$ cat src/rtl/fetch_unit.sv
// Instruction fetch stage: holds the PC, fetches through a req/ack handshake,
// presents the instruction to the decoder and computes the next PC on retire.
module fetch_unit #(
  parameter logic [31:0] RESET_PC = 32'h0040_0000,
  parameter int unsigned MAX_WAIT = 15
) (
  input  logic        iCLK,
  input  logic        iRST,
  input  logic [1:0]  iOrigPC,
  input  logic        iBranchTaken,
  input  logic [31:0] iImm,
  input  logic [31:0] iRs1,
  input  logic        iRetire,
  output logic [31:0] oIMemAddr,
  output logic        oIMemReq,
  input  logic        iIMemAck,
  input  logic [31:0] iIMemData,
  output logic [31:0] oInstr,
  output logic [31:0] oPC,
  output logic [31:0] oPC4,
  output logic        oInstrValid,
  output logic        oMisaligned,
  output logic        oBusErr
);

  localparam logic [31:0] NOP         = 32'h0000_0013;
  localparam logic [15:0] MAX_WAIT_C  = 16'(MAX_WAIT);
  localparam bit          TIMEOUT_EN  = (MAX_WAIT != 0);

  typedef enum logic [1:0] {S_IDLE, S_FETCH, S_VALID, S_TRAP} state_t;

  state_t      state_q, state_d;
  logic [31:0] pc_q, pc_d;
  logic [31:0] instr_q, instr_d;
  logic [15:0] wait_q, wait_d;
  logic        mis_q, mis_d;
  logic        berr_q, berr_d;

  logic [31:0] next_pc;
  logic [31:0] jalr_sum;
  logic [15:0] wait_inc;
  logic        ack_fetch;
  logic        retire_valid;
  logic        timeout;

  // Next-PC select; JALR target has bit 0 cleared before the alignment check.
  always_comb begin
    jalr_sum = iRs1 + iImm;
    next_pc  = pc_q + 32'd4;
    unique case (iOrigPC)
      2'b00:   next_pc = pc_q + 32'd4;
      2'b01:   next_pc = iBranchTaken ? (pc_q + iImm) : (pc_q + 32'd4);
      2'b10:   next_pc = pc_q + iImm;
      default: next_pc = {jalr_sum[31:1], 1'b0};
    endcase
  end

  always_comb begin
    ack_fetch    = (state_q == S_FETCH) && iIMemAck;
    retire_valid = (state_q == S_VALID) && iRetire;
    wait_inc     = (wait_q == 16'hFFFF) ? wait_q : (wait_q + 16'd1);
    timeout      = TIMEOUT_EN && (wait_inc >= MAX_WAIT_C);
  end

  // State register
  always_ff @(posedge iCLK or negedge iRST) begin
    if (!iRST) state_q <= S_IDLE;
    else       state_q <= state_d;
  end

  // Next-state logic
  always_comb begin
    state_d = state_q;
    unique case (state_q)
      S_IDLE:  state_d = S_FETCH;
      S_FETCH: begin
        if (iIMemAck)     state_d = S_VALID;
        else if (timeout) state_d = S_TRAP;
      end
      S_VALID: begin
        if (iRetire) state_d = next_pc[1] ? S_TRAP : S_FETCH;
      end
      default: state_d = S_TRAP;
    endcase
  end

  // Output logic: Moore outputs decoded from registered state only
  always_comb begin
    oIMemReq    = (state_q == S_FETCH);
    oInstrValid = (state_q == S_VALID);
  end

  // Datapath and trap flags; wait counter is zero whenever not in FETCH,
  // which clears it on every FETCH entry.
  always_comb begin
    pc_d    = pc_q;
    instr_d = instr_q;
    wait_d  = 16'd0;
    mis_d   = mis_q;
    berr_d  = berr_q;
    if (ack_fetch) instr_d = iIMemData;
    if ((state_q == S_FETCH) && !iIMemAck) begin
      wait_d = wait_inc;
      if (timeout) berr_d = 1'b1;
    end
    if (retire_valid) begin
      if (next_pc[1]) mis_d = 1'b1;
      else            pc_d  = next_pc;
    end
  end

  always_ff @(posedge iCLK or negedge iRST) begin
    if (!iRST) begin
      pc_q    <= RESET_PC;
      instr_q <= NOP;
      wait_q  <= 16'd0;
      mis_q   <= 1'b0;
      berr_q  <= 1'b0;
    end else begin
      pc_q    <= pc_d;
      instr_q <= instr_d;
      wait_q  <= wait_d;
      mis_q   <= mis_d;
      berr_q  <= berr_d;
    end
  end

  assign oIMemAddr   = pc_q;
  assign oPC         = pc_q;
  assign oPC4        = pc_q + 32'd4;
  assign oInstr      = instr_q;
  assign oMisaligned = mis_q;
  assign oBusErr     = berr_q;

endmodule

$ cat config.mk
export PLATFORM = sky130hd
export DESIGN_NAME = fetch_unit
export DESIGN_NICKNAME = d
export VERILOG_FILES = /design/src/rtl/fetch_unit.sv
export SDC_FILE = /design/constraint.sdc
export NUM_CORES = 1
export LEC_CHECK = 0
export CORE_ASPECT_RATIO = 1.4
export CORE_MARGIN = 3
export CORE_UTILIZATION = 31
export DETAILED_ROUTE_END_ITERATION = 7
export HOLD_SLACK_MARGIN = 0.15
export PLACE_DENSITY = 0.59
export SYNTH_ARGS = -nofsm -noshare
export SYNTH_HDL_FRONTEND = slang
export SYNTH_SLANG_ARGS = --single-unit
$ cat constraint.sdc
create_clock -name iCLK -period 3.12 [get_ports iCLK]
set_input_delay 0.624 -clock iCLK [delete_from_list [all_inputs] [get_ports iCLK]]
set_output_delay 0.624 -clock iCLK [all_outputs]
set_load 0.03 [all_outputs]
==> impl_metrics.toml, run 1 <==
[die]
pin_count = 235
start_util_pct = 31.9
rows = 68
dieWidth_um = 141
die_h_um = 195
core-area_um2 = 24900
die_area_um2 = 27600

[timing]
hold_violations = 0
rsz0062_at_grt = "yes"
fin_crit_ns = 3.13
maxSlewHeadroom_pct = 45.7
setup_violations = 2
tightest_slew_ns = 0.814
fin_ws_ns = -0.00773
final.period_utilization_pct = 100
slew_viol_final = 0
fin_skew_ns = 0.0104
fmax_mhz = 320

[critical_path]
cp_cell_sequence = "ha_4 > nand4_1 > nor4_2 > buf_4 > nand3_2 > nor2_2 > buf_6 > and2_4 > xor2_4 > buf_12"
cp.buffers_inverters = 3
cp_top_family = "simple AND/OR/NAND/NOR gates"
arrival_ns = 2.50
cp-start-kind = "flip-flop"
critical_path_class = "flip-flop to output pin"
end_kind = "output pin"
cpPeakStageDelay_ns = 0.45
cp.required_ns = 2.50
cp_slowest_cell = "dfrtp_1"
crit_path_max_fanout = 3

[finish]
nets = 1496
syn_to_final_growth_pct = 62.2
final_util_pct = 51.7
layout_common_cells = "209 x buf_4, 182 x clkdlybuf4s50_1, 79 x nor2_1"
drive_above_1_share_pct = 29.0
layout_commonest_cell = "buf_4"
insertedDiodeCount = 0

[route]
totalWireLength_um = 29400
num_vias = 8735
antenna_left = 0
via_per_inst = 5.30
wl_per_cell_um = 17.9
drc_errors = 0
drt_iter0_markers = 505
drt-pass1-iter-count = 6

[synth]
yosysTopAreaCell = "dfrtp_1"
yosysWarningCount = 0
ys_ff_latch = 83
ys.flop_type = "dfrtp_1"
synth.avg_cell_area_um2 = 8.34
synthDistinctLibCells = 77
ys_seq_area_share_pct = 26.2
synth-async-reset-ratio_pct = 100
synth_cells = 952
synth_edf_count = 0
yosysTopAreaCellShare_pct = 24.9
synth.top_cells.by_area = "dfrtp_1 25%, ha_1 9.9%, xnor2_1 6.1%, a21oi_1 5.4%, mux2_2 4.7%"
syn_area_um2 = 7940

[clocking]
cts-buffers-inserted = 9
insertion_delay_ns = 0.35
tritoncts = "done"
cts-root-buf = "clkbuf_16"
h-tree-depth = 3
cts_sinks = 83
path_clk_slew_ns = 0.07
ctsHoldBuffers = 0
cts_buffer_depth = 2

[power]
p_total_w = 0.0107
p_per_area_nw_per_um2 = 830
ir_worst_vdd_mv = 0.558
leakage_nw = 5.79

[placed_design]
hpwl_um = 22900
portBuffers = 231
routabilityCongestion = 0.882

[run]
drv_cap = 0

[global_routing]
gr-usage-all-layers_pct = 20.3
grt_max_degree = 57
grt-ovfl-total = 0
grt_pass1_vias = 8772
grt_pass1_wl_um = 45300
antenna_found_initial = 0

[status]
run_status = "finished with violations"
failed_checks = "setup timing"

[worst_hold_path]
min-delay-path-class = "primary input to async pin"
## cell type report
cell class	count	area [µm²]
clock buffer	9	225
clock inverter	7	65.1
fill	2353	12000
inverter	23	86.3
multi-input combinational	771	5980
sequential	83	2090
tap	315	394
timing repair buffer	441	4040
## through the flow
step                      cells  area (µm²)  TNS [ns]  hold slack, ns  setup slack [ns]
after floorplan             954        7980         0           0.328            0.0138
after global placement     1612       11800     -9.92           0.441            -0.685
after detailed placement   1612       11800    -10.52           0.463            -0.710
after CTS                  1639       12400    -0.266           0.377           -0.0706
after global routing       1649       12900    -0.255           0.404           -0.0776
final                      1649       12900   -0.0133           0.333          -0.00773
## synthesized netlist by cell type (all sizes together) (3+ instances only)
master / instances
a221oi: 15
nor3: 12
a31oi: 9
buf: 41
xnor2: 55
or3: 7
a31o: 6
and3: 20
nand2: 76
ha: 63
o22ai: 6
nand4: 23
o211ai: 10
nor2: 87
a21o: 31
nor4: 6
and4: 4
and2: 8
o221a: 3
o31ai: 4
a211oi: 5
nor3b: 3
nor2b: 5
o21ai: 50
mux2i: 4
xor2: 35
a222oi: 3
dfrtp: 79
o21a: 7
or4: 3
dfstp: 4
inv: 23
a22oi: 6
a21oi: 86
o21bai: 7
clkbuf: 36
nand3: 36
mux2: 33
## routing by layer
layer	up-vias	GRT usage [%]	share of wire (%)
met1	4217	24.8	42
met5	-	0	0
met3	31	2.33	4.5
li1	4227	-	-
met2	260	37.7	52
met4	0	4.60	1.7
## worst paths after layout
path | start | endpoint | slack (ns) | cells after the start
worst min register to register | oBusErr$_DFFE_PN0P_ | oBusErr$_DFFE_PN0P_ | 0.48 | 1
worst min-delay path | iRST | oInstr[23]$_DFFE_PN0P_ | 0.33 | 1
max in group asynchronous | iRST | oIMemAddr[4]$_DFFE_PN0P_ | 2.14 | 2
worst max-delay path | oIMemAddr[3]$_DFFE_PN0P_ | oPC4[28] | -0.008 | 10
min in group iCLK | oBusErr$_DFFE_PN0P_ | oBusErr$_DFFE_PN0P_ | 0.48 | 1
worst max register to register | oIMemAddr[4]$_DFFE_PN0P_ | oIMemAddr[29]$_DFFE_PN0P_ | 0.07 | 11
## flip-flops by register name, summed over array words and instances (netlist names)
register     count
oBusErr          1
oMisaligned      1
state_q          2
wait_q          16
oInstr          32
oIMemAddr       31
## report_power, final
part           switching [W]  leakage [nW]  total [W]  internal [W]
clock network       0.000528         0.141    0.00109      0.000562
registers           0.000459          1.04    0.00195       0.00149
logic                0.00407          4.61    0.00765       0.00358
total                0.00505          5.79     0.0107       0.00564
## cells by family (layout without fill, tap and decap cells)
group | Yosys count | after routing | share of synthesized area (%)
XOR/XNOR | 90 | 90 | 9.92
buffers and inverters | 100 | 480 | 6.77
AND/OR/NAND/NOR | 296 | 296 | 18.3
other | 1 | 3 | 0.0472
AO/OA/AOI/OAI | 281 | 281 | 23.4
flip-flops | 83 | 83 | 26.2
multiplexers | 37 | 37 | 5.18
adder cells (fa/ha/maj) | 64 | 64 | 10.2
## worst register-to-register path: stages (launching register included)
cell	delay, ns
dfrtp_2	0.44
buf_4	0.16
ha_2	0.18
or3_1	0.39
o221a_2	0.26
a221o_1	0.41
a21oi_2	0.19
o21ba_4	0.18
o31a_1	0.15
nor4_1	0.06
a21o_1	0.17
o32a_1	0.33
## timing repair
| item | 4_1_cts | 5_1_grt |
|---|---|---|
| resized for setup | 78 | 76 |
| pin swaps | 32 | 37 |
| endpoints found under the setup margin | 33 | 26 |
| setup buffers | 12 | 10 |
No activity file was read; power rests on OpenSTA's default activity.
==> inputs of run 2 (changes only) <==
--- a/config.mk
+++ b/config.mk
@@ -9,6 +9,7 @@
 export CORE_MARGIN = 3
 export CORE_UTILIZATION = 31
 export DETAILED_ROUTE_END_ITERATION = 7
+export GPL_ROUTABILITY_DRIVEN = 1
 export HOLD_SLACK_MARGIN = 0.15
 export PLACE_DENSITY = 0.59
 export SYNTH_ARGS = -nofsm -noshare
==> results of run 2 <==
Same layout as run 1: the final DEF is identical, and so are final timing and power.
==> inputs of run 3 (changes only) <==
--- a/config.mk
+++ b/config.mk
@@ -12,6 +12,7 @@
 export GPL_ROUTABILITY_DRIVEN = 1
 export HOLD_SLACK_MARGIN = 0.15
 export PLACE_DENSITY = 0.59
+export SLEW_MARGIN = 20
 export SYNTH_ARGS = -nofsm -noshare
 export SYNTH_HDL_FRONTEND = slang
 export SYNTH_SLANG_ARGS = --single-unit
==> results of run 3 <==
Same layout as run 1: the final DEF is identical, and so are final timing and power.
